[src/rtl/keypad_scanner_if.sv]
// Key-code FIFO read side of the keypad scanner: pop handshake, status and interrupt.
// master = scanner, slave = I/O register logic that pops codes.
interface keypad_scanner_if #(
  parameter int FIFO_DEPTH = 4
);
  localparam int CNT_W = $clog2(FIFO_DEPTH) + 1;

  logic             keyRdEn;
  logic             keyValid;
  logic [4:0]       keyCode;
  logic [CNT_W-1:0] keyCount;
  logic             overflow;
  logic             ovfClear;
  logic             keyPressInt;

  modport master (
    input  keyRdEn, ovfClear,
    output keyValid, keyCode, keyCount, overflow, keyPressInt
  );

  modport slave (
    output keyRdEn, ovfClear,
    input  keyValid, keyCode, keyCount, overflow, keyPressInt
  );
endinterface

[src/rtl/keypad_scanner.sv]
// 4x4 matrix keypad scanner with press/release debounce and a key-code FIFO.
// Optional feature macro KEYPAD_RELEASE_EVT_EN: also queue debounced releases (KeyCode[4]=1).
module keypad_scanner #(
  parameter int SCAN_DWELL     = 14_999,
  parameter int DEBOUNCE_COUNT = 224_999,
  parameter int FIFO_DEPTH     = 4
) (
  input  logic             i_clk,
  input  logic             i_rst_n,
  input  logic             i_enable,
  output logic [3:0]       o_col,
  input  logic [3:0]       i_row,
  keypad_scanner_if.master bus
);
  localparam int PTR_W   = $clog2(FIFO_DEPTH);
  localparam int CNT_MAX = (SCAN_DWELL > DEBOUNCE_COUNT) ? SCAN_DWELL : DEBOUNCE_COUNT;
  localparam int CNT_W   = $clog2(CNT_MAX + 1);
  localparam logic [CNT_W-1:0] DWELL_TC = CNT_W'(SCAN_DWELL);
  localparam logic [CNT_W-1:0] DEB_TC   = CNT_W'(DEBOUNCE_COUNT);
  localparam logic [PTR_W:0]   FULL_CNT = (PTR_W + 1)'(FIFO_DEPTH);

  typedef enum logic [2:0] {
    S_SCAN,
    S_DEBOUNCE,
    S_PUSH,
    S_WAIT_REL,
    S_REL_DB
`ifdef KEYPAD_RELEASE_EVT_EN
    , S_REL_PUSH
`endif
  } state_t;

  state_t           r_state;
  logic [CNT_W-1:0] r_cnt;
  logic [1:0]       r_colIdx;
  logic [1:0]       r_rowIdx;
  logic [3:0]       r_rowPat;
  logic [3:0]       r_rowMeta;
  logic [3:0]       r_rowSync;
  logic [3:0]       r_col;

  logic [4:0]       r_mem [FIFO_DEPTH];
  logic [PTR_W-1:0] r_wrPtr;
  logic [PTR_W-1:0] r_rdPtr;
  logic [PTR_W:0]   r_count;
  logic             r_overflow;
  logic             r_pressInt;

  logic [1:0] w_lowRow;
  logic       w_push;
  logic       w_relFlag;
  logic [4:0] w_pushCode;
  logic       w_full;
  logic       w_empty;
  logic       w_pop;
  logic       w_pushOk;

  always_ff @(posedge i_clk or negedge i_rst_n) begin
    if (!i_rst_n) begin
      r_rowMeta <= 4'hF;
      r_rowSync <= 4'hF;
    end else begin
      r_rowMeta <= i_row;
      r_rowSync <= r_rowMeta;
    end
  end

  always_ff @(posedge i_clk or negedge i_rst_n) begin
    if (!i_rst_n) r_col <= 4'hF;
    else          r_col <= i_enable ? ~(4'b0001 << r_colIdx) : 4'hF;
  end

  // With several rows closed on one column, the lowest row index is reported.
  always_comb begin
    w_lowRow = 2'd3;
    if      (!r_rowSync[0]) w_lowRow = 2'd0;
    else if (!r_rowSync[1]) w_lowRow = 2'd1;
    else if (!r_rowSync[2]) w_lowRow = 2'd2;
  end

  always_ff @(posedge i_clk or negedge i_rst_n) begin
    if (!i_rst_n) begin
      r_state  <= S_SCAN;
      r_cnt    <= '0;
      r_colIdx <= 2'd0;
      r_rowIdx <= 2'd0;
      r_rowPat <= 4'hF;
    end else if (!i_enable) begin
      r_state  <= S_SCAN;
      r_cnt    <= '0;
      r_colIdx <= 2'd0;
    end else begin
      case (r_state)
        S_SCAN: begin
          if (r_cnt == DWELL_TC) begin
            r_cnt <= '0;
            if (r_rowSync == 4'hF) begin
              r_colIdx <= r_colIdx + 2'd1;
            end else begin
              r_rowIdx <= w_lowRow;
              r_rowPat <= r_rowSync;
              r_state  <= S_DEBOUNCE;
            end
          end else begin
            r_cnt <= r_cnt + CNT_W'(1);
          end
        end
        S_DEBOUNCE: begin
          if (r_rowSync != r_rowPat) begin
            r_cnt   <= '0;
            r_state <= S_SCAN;
          end else if (r_cnt == DEB_TC) begin
            r_cnt   <= '0;
            r_state <= S_PUSH;
          end else begin
            r_cnt <= r_cnt + CNT_W'(1);
          end
        end
        S_PUSH: r_state <= S_WAIT_REL;
        S_WAIT_REL: begin
          if (r_rowSync == 4'hF) begin
            r_cnt   <= '0;
            r_state <= S_REL_DB;
          end
        end
        S_REL_DB: begin
          if (r_rowSync != 4'hF) begin
            r_cnt   <= '0;
            r_state <= S_WAIT_REL;
          end else if (r_cnt == DEB_TC) begin
            r_cnt <= '0;
`ifdef KEYPAD_RELEASE_EVT_EN
            r_state <= S_REL_PUSH;
`else
            r_colIdx <= r_colIdx + 2'd1;
            r_state  <= S_SCAN;
`endif
          end else begin
            r_cnt <= r_cnt + CNT_W'(1);
          end
        end
`ifdef KEYPAD_RELEASE_EVT_EN
        S_REL_PUSH: begin
          r_colIdx <= r_colIdx + 2'd1;
          r_state  <= S_SCAN;
        end
`endif
        default: r_state <= S_SCAN;
      endcase
    end
  end

`ifdef KEYPAD_RELEASE_EVT_EN
  assign w_push    = i_enable && ((r_state == S_PUSH) || (r_state == S_REL_PUSH));
  assign w_relFlag = (r_state == S_REL_PUSH);
`else
  assign w_push    = i_enable && (r_state == S_PUSH);
  assign w_relFlag = 1'b0;
`endif

  assign w_pushCode = {w_relFlag, r_rowIdx, r_colIdx};
  assign w_full     = (r_count == FULL_CNT);
  assign w_empty    = (r_count == '0);
  assign w_pop      = bus.keyRdEn && !w_empty;
  // A pop in the same cycle frees the slot, so a push into a full FIFO still lands.
  assign w_pushOk   = w_push && (!w_full || w_pop);

  always_ff @(posedge i_clk or negedge i_rst_n) begin
    if (!i_rst_n) begin
      for (int i = 0; i < FIFO_DEPTH; i++) r_mem[i] <= '0;
      r_wrPtr    <= '0;
      r_rdPtr    <= '0;
      r_count    <= '0;
      r_overflow <= 1'b0;
      r_pressInt <= 1'b0;
    end else begin
      if (w_pushOk) begin
        r_mem[r_wrPtr] <= w_pushCode;
        r_wrPtr        <= r_wrPtr + PTR_W'(1);
      end
      if (w_pop) r_rdPtr <= r_rdPtr + PTR_W'(1);
      case ({w_pushOk, w_pop})
        2'b10:   r_count <= r_count + (PTR_W + 1)'(1);
        2'b01:   r_count <= r_count - (PTR_W + 1)'(1);
        default: r_count <= r_count;
      endcase
      if (w_push && w_full && !w_pop) r_overflow <= 1'b1;
      else if (bus.ovfClear)          r_overflow <= 1'b0;
      r_pressInt <= w_pushOk;
    end
  end

  assign o_col           = r_col;
  assign bus.keyValid    = !w_empty;
  assign bus.keyCode     = r_mem[r_rdPtr];
  assign bus.keyCount    = r_count;
  assign bus.overflow    = r_overflow;
  assign bus.keyPressInt = r_pressInt;
endmodule

[src/flat_wrapper.sv]
// flat-port wrapper written by rule: the top's interface ports become plain ports
module keypad_scanner_flat 
#(
  parameter int SCAN_DWELL     = 14_999,
  parameter int DEBOUNCE_COUNT = 224_999,
  parameter int FIFO_DEPTH     = 4
)
  (i_clk, i_rst_n, i_enable, o_col, i_row, bus_keyRdEn, bus_ovfClear, bus_keyValid, bus_keyCode, bus_keyCount, bus_overflow, bus_keyPressInt);
  keypad_scanner_if #(.FIFO_DEPTH(FIFO_DEPTH)) bus_i ();
  input  logic i_clk;
  input  logic i_rst_n;
  input  logic i_enable;
  output logic [3:0] o_col;
  input  logic [3:0] i_row;
  input wire logic [$bits(bus_i.keyRdEn)-1:0] bus_keyRdEn;
  input wire logic [$bits(bus_i.ovfClear)-1:0] bus_ovfClear;
  output wire logic [$bits(bus_i.keyValid)-1:0] bus_keyValid;
  output wire logic [$bits(bus_i.keyCode)-1:0] bus_keyCode;
  output wire logic [$bits(bus_i.keyCount)-1:0] bus_keyCount;
  output wire logic [$bits(bus_i.overflow)-1:0] bus_overflow;
  output wire logic [$bits(bus_i.keyPressInt)-1:0] bus_keyPressInt;
  assign bus_i.keyRdEn = bus_keyRdEn;
  assign bus_i.ovfClear = bus_ovfClear;
  assign bus_keyValid = bus_i.keyValid;
  assign bus_keyCode = bus_i.keyCode;
  assign bus_keyCount = bus_i.keyCount;
  assign bus_overflow = bus_i.overflow;
  assign bus_keyPressInt = bus_i.keyPressInt;
  keypad_scanner #(.SCAN_DWELL(SCAN_DWELL), .DEBOUNCE_COUNT(DEBOUNCE_COUNT), .FIFO_DEPTH(FIFO_DEPTH)) u_core (.i_clk(i_clk), .i_rst_n(i_rst_n), .i_enable(i_enable), .o_col(o_col), .i_row(i_row), .bus(bus_i));
endmodule
[config.mk]
export PLATFORM = sky130hd
export DESIGN_NAME = keypad_scanner_flat
export DESIGN_NICKNAME = d
export VERILOG_FILES = /design/src/rtl/keypad_scanner_if.sv /design/src/rtl/keypad_scanner.sv /design/src/flat_wrapper.sv
export SDC_FILE = /design/constraint.sdc
export NUM_CORES = 1
export LEC_CHECK = 0
export ABC_AREA = 1
export CELL_PAD_IN_SITES_DETAIL_PLACEMENT = 1
export CELL_PAD_IN_SITES_GLOBAL_PLACEMENT = 2
export CORE_MARGIN = 4
export CORE_UTILIZATION = 39
export CTS_BUF_LIST = sky130_fd_sc_hd__clkbuf_16
export CTS_CLUSTER_DIAMETER = 150
export DETAILED_ROUTE_END_ITERATION = 7
export PLACE_DENSITY = 0.88
export REMOVE_ABC_BUFFERS = 1
export SLEW_MARGIN = 5
export SYNTH_ARGS = -nofsm -noshare
export SYNTH_HDL_FRONTEND = slang
export SYNTH_SLANG_ARGS = --single-unit
[constraint.sdc]
create_clock -name i_clk -period 3.76 [get_ports i_clk]
set_input_delay 0.752 -clock i_clk [delete_from_list [all_inputs] [get_ports i_clk]]
set_output_delay 0.752 -clock i_clk [all_outputs]
set_load 0.02 [all_outputs]
After elaboration in Yosys (flattened, before gate mapping):

Cells that the tools add are included.

* bits of input ports: 9
* word-level logic and storage cells: 106
* output and inout port bits: 15
* register bits after elaboration: 70

* add/subtract/negate cells: 6
* shift-type cells: 1
* bitwise logic cells: 4
* reductions and logical operators: 18
* order comparisons: 3
* mux-type cells: 35
* eq/ne operators: 22

Operator list (count)
* 18-bit 2-to-1 mux: 6
* 18-bit case mux with 4 select lines: 1
* 3-bit 2-to-1 mux: 8
* 20-bit bitwise mux: 1
* 18-bit by 1-bit adder with 18-bit output, second input constant: 1
* 18-bit by 14-bit == test with 1-bit output, second input constant: 1
* 18-bit == test, second input constant: 1
* 5-bit 2-to-1 mux: 3
* 3-bit case mux with 5 select lines: 1
* 2-bit 2-to-1 mux: 7
* 3-bit by 2-bit inequality test with 1-bit output, second input constant: 4
* 5-bit binary-select mux with 2-bit select: 1
* 5-bit demux with 2-bit select: 1
* 5-bit AND reduction: 2
* 4-bit by 2-bit inequality test with 1-bit output, second input constant: 2
* 2-bit by 1-bit adder with 2-bit output, second input constant: 3
* 3-bit by 2-bit == test with 1-bit output, second input constant: 2
* 3-bit == test, second input constant: 2
* 3-bit >= comparator, second input constant: 2
* 1-bit logical AND: 6
* 3-bit zero test: 2
* 3-bit inequality test, second input constant: 2
* 2-bit NOT with 3-bit output: 2
* 3-bit case mux with 2 select lines: 1
* other kinds (22): 27

Depth between registers and ports, before layout:

Gate-level depths: netlist of run 1.

* depth in word-level cells: 7
* gate-level depth with buffers: 12
* gate-level depth less buffers: 12

Least setup slack after synthesis of run 1:

Ideal clock, no wire load.

* path kind: flip-flop to flip-flop
* start: register u_core.r_count[0], in the netlist u_core.bus.keyCount[0]
* end: register u_core.r_count[2], in the netlist u_core.bus.keyCount[2]
* path buffers: 0
* setup time: 0.113 ns
* period minus slack after synthesis: 1.918 ns
* stages on the path, launching flop included: 13
* setup slack: 1.842 ns
* arrival: 1.805 ns
* required time: 3.647 ns
* path through: dfrtp_1 > nor2_1 > nand2_1 > nand2_1 > inv_1 > nand2_1 > fa_1 > inv_1 > nand3_1 > o21ai_0 > nand2_1 > nand2_1 > inv_1

* word-level cells in the longest chain between the ends: 7
* elaborated cells on any way between the ends: 13
* those cells by class: add/sub (2); eq/ne (3); mux (1); reduce/logical (7)

Ends and longest elaborated chain
* from (decl): line keypad_scanner.sv:45 `logic [PTR_W:0] r_count;`
* from (signal assigned): line keypad_scanner.sv:183 `2'b10: r_count <= r_count + (PTR_W + 1)'(1);`
* from (signal assigned): line keypad_scanner.sv:184 `2'b01: r_count <= r_count - (PTR_W + 1)'(1);`
* from (signal assigned): line keypad_scanner.sv:185 `default: r_count <= r_count;`
* 3-bit zero test (*): line keypad_scanner.sv:163 `assign w_empty = (r_count == '0);`
* 1-bit zero test (*)
* net bus_keyValid: line flat_wrapper.sv:17 `output wire logic [$bits(bus_i.keyValid)-1:0] bus_keyValid;`
* 1-bit logical AND (*): line keypad_scanner.sv:164 `assign w_pop = bus.keyRdEn && !w_empty;`
* 1-bit logical OR: line keypad_scanner.sv:166 `assign w_pushOk = w_push && (!w_full || w_pop);`
* 1-bit logical AND: line keypad_scanner.sv:166
* 2-bit by 1-bit == test with 1-bit output / 2-bit == test (equally long branches): line keypad_scanner.sv:182 `case ({w_pushOk, w_pop})`
* 3-bit case mux with 2 select lines / 2-bit nonzero test (equally long branches)

Mark *: on every way through the listed nets, which the timed path passes. The rest lies on a longest branch.
A chain may end at the register's enable or synchronous reset.

Worst setup path in the final report of run 1:

* start: register u_core.r_rdPtr[0]
* end: output bus_keyCode[2]

* word-level cells in the longest chain between the ends: 4

Ends and longest elaborated chain
* from (decl): line keypad_scanner.sv:44 `logic [PTR_W-1:0] r_rdPtr;`
* from (signal assigned): line keypad_scanner.sv:181 `if (w_pop) r_rdPtr <= r_rdPtr + PTR_W'(1);`
* 2-bit NOT with 3-bit output (implied by the code): line keypad_scanner.sv:195 `assign bus.keyCode = r_mem[r_rdPtr];`
* 5-bit binary-select mux with 2-bit select: line keypad_scanner.sv:195
* 5-bit 2-to-1 mux (implied by the code) (2 in series): line keypad_scanner.sv:195
* to (decl): line flat_wrapper.sv:18 `output wire logic [$bits(bus_i.keyCode)-1:0] bus_keyCode;`

No other way between the ends. The select of a mux whose other input is x is not followed.

==> impl_metrics.toml, run 1 <==
[setup_path]
critical_path.endpoint_type = "output port"
maximum_net_fanout_on_the_critical_path = 10
crit_arrival_ns = 1.96
timing.critical_path.depth = 4
start_kind = "flop"
worst-r2r-cell-count = 7
crit_start = "u_core.r_rdPtr[0]"
worstSetupPathType = "flop to output port"
worstReg2RegEnd = "u_core.r_cnt[2]"
critPathTopFamily = "buffers and inverters"
slowest_stage = "clkdlybuf4s50_1"
setup.reg_to_reg.worst_slack_ns = 1.73
timing.critical_path.to = "bus_keyCode[2]"
ff_to_ff_start = "u_core.r_rowSync[3]"
max_stage_delay_ns = 0.62
timing.critical_path.buf_inv = 2
worst_ep_required_time_ns = 3.01
critical_path.cell_chain = "inv_1 > o21ai_0 > o22ai_1 > clkdlybuf4s50_1"

[placement]
place_ws_ns = 1.123
port_buffers = 22
place_congestion = 0.8322
place_hpwl_mm = 6.262
dp.cells = 563

[global_routing]
maximum_number_of_pins_on_one_net_before_global_route_repair = 42
grt_pass1_vias = 3173
grt.overflow.total = 0
grt_pass1_wl_mm = 15.53
grt_usage = 0.1758
grt_antenna_before_repair = 0

[clock_network]
clock_transition_at_the_register_clock_pins_on_the_worst_setup_and_hold_paths_after_cts_ns = 0.06
setup_repair_bufs_after_cts = 0
cts_inserted_buffers = 9
tritoncts_clock_tree = "built"
cts_num_sinks = 66
cts_htree_levels = 3
post_cts.resized_instances = 0
cell_chosen_for_the_clock_root = "clkbuf_16"
insertion_delay_to_the_later_sink_of_the_worst_skew_pair_ns = 0.33
clk_path_buf_depth = 2
cts_hold_buf = 0

[floorplan]
site_rows = 34
fp.dieArea_um2 = 10850
io_pins = 24
start_util = 0.4074
fp.dieH_um = 104.1
core_area_um2 = 8848
die_span_in_x_um = 104.1

[synthesis]
synthesis.area_um2 = 3605
top_count_cell_post_synth = "nand2_1"
post_synth_most_frequent_cells = "nand2_1, dfrtp_1, nor2_1"
yosysSeqAreaShare = 0.4637
synthesis_stage_register_bit_count = 66
synthFlopType = "dfrtp_1"
async_s_r_ff_share_synth = 1.000
synth_edf_count = 0
synth.yosys.warnings = 0
ys_types = 40
leading_cell_types_by_total_area_after_synthesis = "dfrtp_1, dfstp_2, nand2_1"
synth_top_area_share = 0.3471
largest_area_contributor_in_the_netlist = "dfrtp_1"
syn-instance-count = 437
postSynthAreaPerCell_um2 = 8.249

[drt]
drt_first_iter_violations = 81
detail-route-antenna-nets = 0
detail_route.drc_violations = 0
viasPerCell = 5.128
totalWireLength_mm = 8.790
drt_pre_antenna_iters = 4
dr_total_vias = 2969
wire_per_inst_um = 15.18

[sta]
worst_slack_ns = 1.048
achievable-frequency_ghz = 0.3688
final_period_minus_worst_setup_slack_ns = 2.712
finClkSkew_ns = 0.006892
unrepaired_setup_endpoints_after_global_routing = "no"
setup-tns-final_ns = 0
timing.final.setup_violations = 0
hold_viol_final = 0
max_slew.worst_pin.slew_ns = 0.9609
layout_worst_path_cycle_share = 0.7212
timing.max_slew.rel_slack = 0.3594
timing.final.max_slew_violations = 0

[pwr]
fin_total_pwr_mw = 2.804
power.static_leakage_nw = 1.812
ir_drop_uv = 256.1
power_density_nw_per_um2 = 659.7

[layout]
layout.cells.non_filler = 579
diode_count = 0
design.final.nets = 485
layout-drive-gt1-share = 0.1805
area.growth.synth_to_final_pct = 17.91
final_core_utilization = 0.4803

[hold_path]
hold_path.class = "flop to flop"

[status]
outcome = "finished, final reports clean"

[flow_run]
max-cap-violations = 0
placed cells by master (no fill, tap or decap), types with 2 or more instances in the layout:
cell / instances
clkinv_4: 2
inv_2: 7
nor3_4: 2
inv_1: 44
nor2_2: 5
buf_4: 3
nand3_1: 30
nor2_1: 49
nor3_1: 7
bufinv_16: 2
a21oi_1: 10
nand2_4: 2
clkbuf_16: 9
a21oi_2: 10
clkdlybuf4s50_1: 21
and3_1: 2
nor2_4: 3
nand2_1: 93
o211ai_1: 2
inv_4: 2
o22ai_1: 6
nand3_2: 2
o21ai_0: 41
clkinvlp_4: 2
dfstp_2: 16
o21ai_1: 3
ha_1: 9
nand2_2: 11
xor2_1: 9
nand4_1: 4
dfrtp_1: 50
layout make-up:
cell class,count,area (um2)
Timing Repair Buffer,25,237.7
Inverter,54,209.0
Clock inverter,7,101.3
Sequential cell,66,1672
Clock buffer,9,225.2
Tap cell,108,135.1
Multi-Input combinational cell,310,1670
Fill cell,1087,4598
flip-flops by register name, indices dropped and copies added, names as in the netlist, 2 cells and up:
name	count
u_core.r_state	3
u_core.r_rowPat	4
u_core.r_rdPtr	2
u_core.r_rowMeta	4
u_core.r_mem	16
u_core.o_col	4
u_core.r_colIdx	2
u_core.r_cnt	18
u_core.bus.keyCount	3
u_core.r_wrPtr	2
u_core.r_rowSync	4
u_core.r_rowIdx	2
layer usage:
layer,share of wire,GRT usage
met2,0.46,0.2851
met5,0,0
met1,0.50,0.2292
met3,0.026,0.04035
met4,0.023,0.06553
metrics by stage:
step                cell area [um2]  hold slack [ns]
floorplan                      3551           0.3452
global placement               3924           0.3454
detailed placement             3924           0.3473
CTS                            4250           0.3549
global route                   4250           0.3594
finish                         4250           0.3516
kinds of logic after synthesis:
logic type / synth area share
and+or+nand+nor: 0.2808
other: 0.001040
xor gates and xnor gates: 0.02430
adders and majority gates: 0.03679
buffers and inverters: 0.07289
AOI/OAI and AO/OA: 0.1204
DFF: 0.4637
where the power goes:
group	total [mW]	switching [mW]	leakage [nW]	internal, mW
clock	0.926	0.341	0.152	0.585
combinational	0.879	0.554	0.835	0.326
sequential	0.998	0.135	0.825	0.863
total	2.80	1.03	1.81	1.77
worst min-delay path by stage:
stage,from,end,cells past startpoint
3_5_place_dp,u_core.r_rowMeta[3],u_core.r_rowSync[3],0
3_3_place_gp,u_core.r_rowMeta[0],u_core.r_rowSync[0],0
4_1_cts,u_core.r_rowMeta[1],u_core.r_rowSync[1],0
2_1_floorplan,u_core.r_rowMeta[0],u_core.r_rowSync[0],0
6_report,u_core.r_rowMeta[2],u_core.r_rowSync[2],0
5_1_grt,u_core.r_rowMeta[3],u_core.r_rowSync[3],0
No activity file was read; power rests on OpenSTA's default activity.
==> run 2, diff against run 1 <==
--- a/config.mk
+++ b/config.mk
@@ -9,11 +9,11 @@
 export CELL_PAD_IN_SITES_DETAIL_PLACEMENT = 1
 export CELL_PAD_IN_SITES_GLOBAL_PLACEMENT = 2
 export CORE_MARGIN = 4
-export CORE_UTILIZATION = 39
+export CORE_UTILIZATION = 32
 export CTS_BUF_LIST = sky130_fd_sc_hd__clkbuf_16
 export CTS_CLUSTER_DIAMETER = 150
 export DETAILED_ROUTE_END_ITERATION = 7
-export PLACE_DENSITY = 0.88
+export PLACE_DENSITY = 0.78
 export REMOVE_ABC_BUFFERS = 1
 export SLEW_MARGIN = 5
 export SYNTH_ARGS = -nofsm -noshare
==> constraint.sdc (replaced) <==
create_clock -name i_clk -period 2.2 [get_ports i_clk]
set_input_delay 0.44 -clock i_clk [delete_from_list [all_inputs] [get_ports i_clk]]
set_output_delay 0.44 -clock i_clk [all_outputs]
set_load 0.02 [all_outputs]
==> run 2 against run 1 <==
Net effect:
- sequential cell count stayed put
- utilization decreased by 8.2 points
- count of clock-buffer cells in the layout unchanged
- clock skew down 0.00059 ns
- routed wire length is 1.5% lower
- die area rose by 20%
- global-route usage shrank 3.2 points
- sequential power is 68% higher
- clock power rose by 70%
- critical path depth fell by 1
- worst setup slack lost 0.83 ns
- critical endpoint is now bus_keyValid
==> impl_metrics.toml, run 2 (synthesis results as in run 1) <==
[layout]
registers.top_by_ff_count = "u_core.r_cnt"
layout-drive-gt1-share = 0.1962
fillerInstances = 1325
design.final.nets = 493
area.growth.synth_to_final_pct = 20.86
mostFrequentLayoutCell = "nand2_1"
finish.instance_area_um2 = 4357
largest_register_ffs = 18
largestRegisters = "u_core.r_cnt (18), u_core.r_mem (16)"
diode_count = 0
most-common-layout-cells = "nand2_1, dfrtp_1, nor2_1"
final_core_utilization = 0.3984

[global_routing]
maximum_number_of_pins_on_one_net_before_global_route_repair = 67
grt_pass1_vias = 3160
grt_antenna_before_repair = 0
grt.overflow.total = 0
grt_pass1_wl_mm = 15.13
grt_usage = 0.1437

[drt]
detail-route-antenna-nets = 0
totalWireLength_mm = 8.662
dr_total_vias = 2957
viasPerCell = 4.777
drt_first_iter_violations = 86
wire_per_inst_um = 13.99
detail_route.drc_violations = 0
drt_pre_antenna_iters = 4

[clock_network]
clk_path_buf_depth = 2
tritoncts_clock_tree = "built"
cts_inserted_buffers = 9
insertion_delay_to_the_later_sink_of_the_worst_skew_pair_ns = 0.33
cts_num_sinks = 66
cell_chosen_for_the_clock_root = "clkbuf_16"
cts_htree_levels = 3
setup_repair_bufs_after_cts = 0
clock_transition_at_the_register_clock_pins_on_the_worst_setup_and_hold_paths_after_cts_ns = 0.06

[sta]
hold_viol_final = 0
worst_slack_ns = 0.2155
finClkSkew_ns = 0.006298
timing.final.max_slew_violations = 0
timing.final.setup_violations = 0
layout_worst_path_cycle_share = 0.9020
final_period_minus_worst_setup_slack_ns = 1.984
achievable-frequency_ghz = 0.5039
unrepaired_setup_endpoints_after_global_routing = "no"
setup-tns-final_ns = 0

[setup_path]
start_kind = "flop"
worstSetupPathType = "flop to output port"
critical_path.endpoint_type = "output port"
maximum_net_fanout_on_the_critical_path = 4
worst_ep_required_time_ns = 1.76
crit_arrival_ns = 1.54

[floorplan]
start_util = 0.3296
site_rows = 38
fp.dieH_um = 114.1
die_span_in_x_um = 114.1
io_pins = 24
fp.dieArea_um2 = 13030
core_area_um2 = 10940

[pwr]
power.static_leakage_nw = 1.872
ir_drop_uv = 456.4
power_density_nw_per_um2 = 1101
fin_total_pwr_mw = 4.798

[status]
outcome = "finished, final reports clean"

[placement]
dp_area_um2 = 4036
port_buffers = 22
place_hpwl_mm = 6.598
place_congestion = 0.7808
place_ws_ns = 0.02444

[hold_path]
hold_path.class = "input port to async pin"

[flow_run]
max-cap-violations = 0
## run 2: changes by cell type in the layout (fill, tap and decap cells not counted), sizes merged
cell / delta
inv: +1
dlygate4sd2: +4
clkinvlp: -2
clkinv: +1
buf: +8
clkdlybuf4s50: -4
## run 2: timing repair
item                       4_1_cts  5_1_grt
gates resized for setup          5        0
hold buffers                     0        0
setup endpoints to repair        4        0
## run 2: where the power goes
part           internal, mW  total [mW]  switching [mW]
registers              1.47        1.68           0.209
logic                 0.572        1.54           0.970
clock network          1.00        1.57           0.570
total                  3.05        4.80            1.75
## run 2: final cells by class
cell class	instances	area [um2]	area share
Clock inverter	7	100.1	0.02298
Tap cell	140	175.2	0.04021
Sequential cell	66	1672	0.3837
Inverter	54	209.0	0.04796
Clock buffer	9	225.2	0.05169
Multi-Input combinational cell	310	1670	0.3834
Timing Repair Buffer	33	305.3	0.07007
## run 2: metrics by stage
step	hold slack (ns)	cells
after floorplan	0.1444	430
final	0.1220	619
after global routing	0.1539	619
after CTS	0.1362	619
after global placement	0.3452	603
after detailed placement	0.3475	603
## run 2: final timing paths
kind / cells after the start / startpoint / to / slack [ns]
min in group i_clk: 0 / u_core.r_rowMeta[0] / u_core.r_rowSync[0] / 0.36
max in group asynchronous: 2 / i_rst_n / u_core.r_rowPat[1] / 1.75
min reg2reg: 0 / u_core.r_rowMeta[0] / u_core.r_rowSync[0] / 0.36
min: 2 / i_rst_n / u_core.bus.keyCount[0] / 0.12
max: 3 / u_core.bus.keyCount[1] / bus_keyValid / 0.22
max reg2reg: 7 / u_core.r_rowSync[2] / u_core.r_cnt[4] / 0.39
## run 2: worst max-delay path: stages, from the launching register on
cell and delay, ns:
dfrtp_1 0.41, nor2_1 0.16, nand2_1 0.10, clkdlybuf4s50_1 0.54
## run 2: per-layer routing
| layer | track usage | vias to the layer above | share of wire |
|---|---|---|---|
| li1 | - | 1490 | - |
| met1 | 0.1967 | 1417 | 0.50 |
| met2 | 0.2295 | 39 | 0.46 |
| met3 | 0.03224 | 11 | 0.029 |
| met4 | 0.03959 | 0 | 0.011 |
| met5 | 0 | - | 0 |
==> run 3, diff against run 2 <==
--- a/config.mk
+++ b/config.mk
@@ -6,6 +6,7 @@
 export NUM_CORES = 1
 export LEC_CHECK = 0
 export ABC_AREA = 1
+export CAP_MARGIN = 30
 export CELL_PAD_IN_SITES_DETAIL_PLACEMENT = 1
 export CELL_PAD_IN_SITES_GLOBAL_PLACEMENT = 2
 export CORE_MARGIN = 4
==> results of run 3 <==
Same layout as run 2: the final DEF is identical, and so are final timing and power.
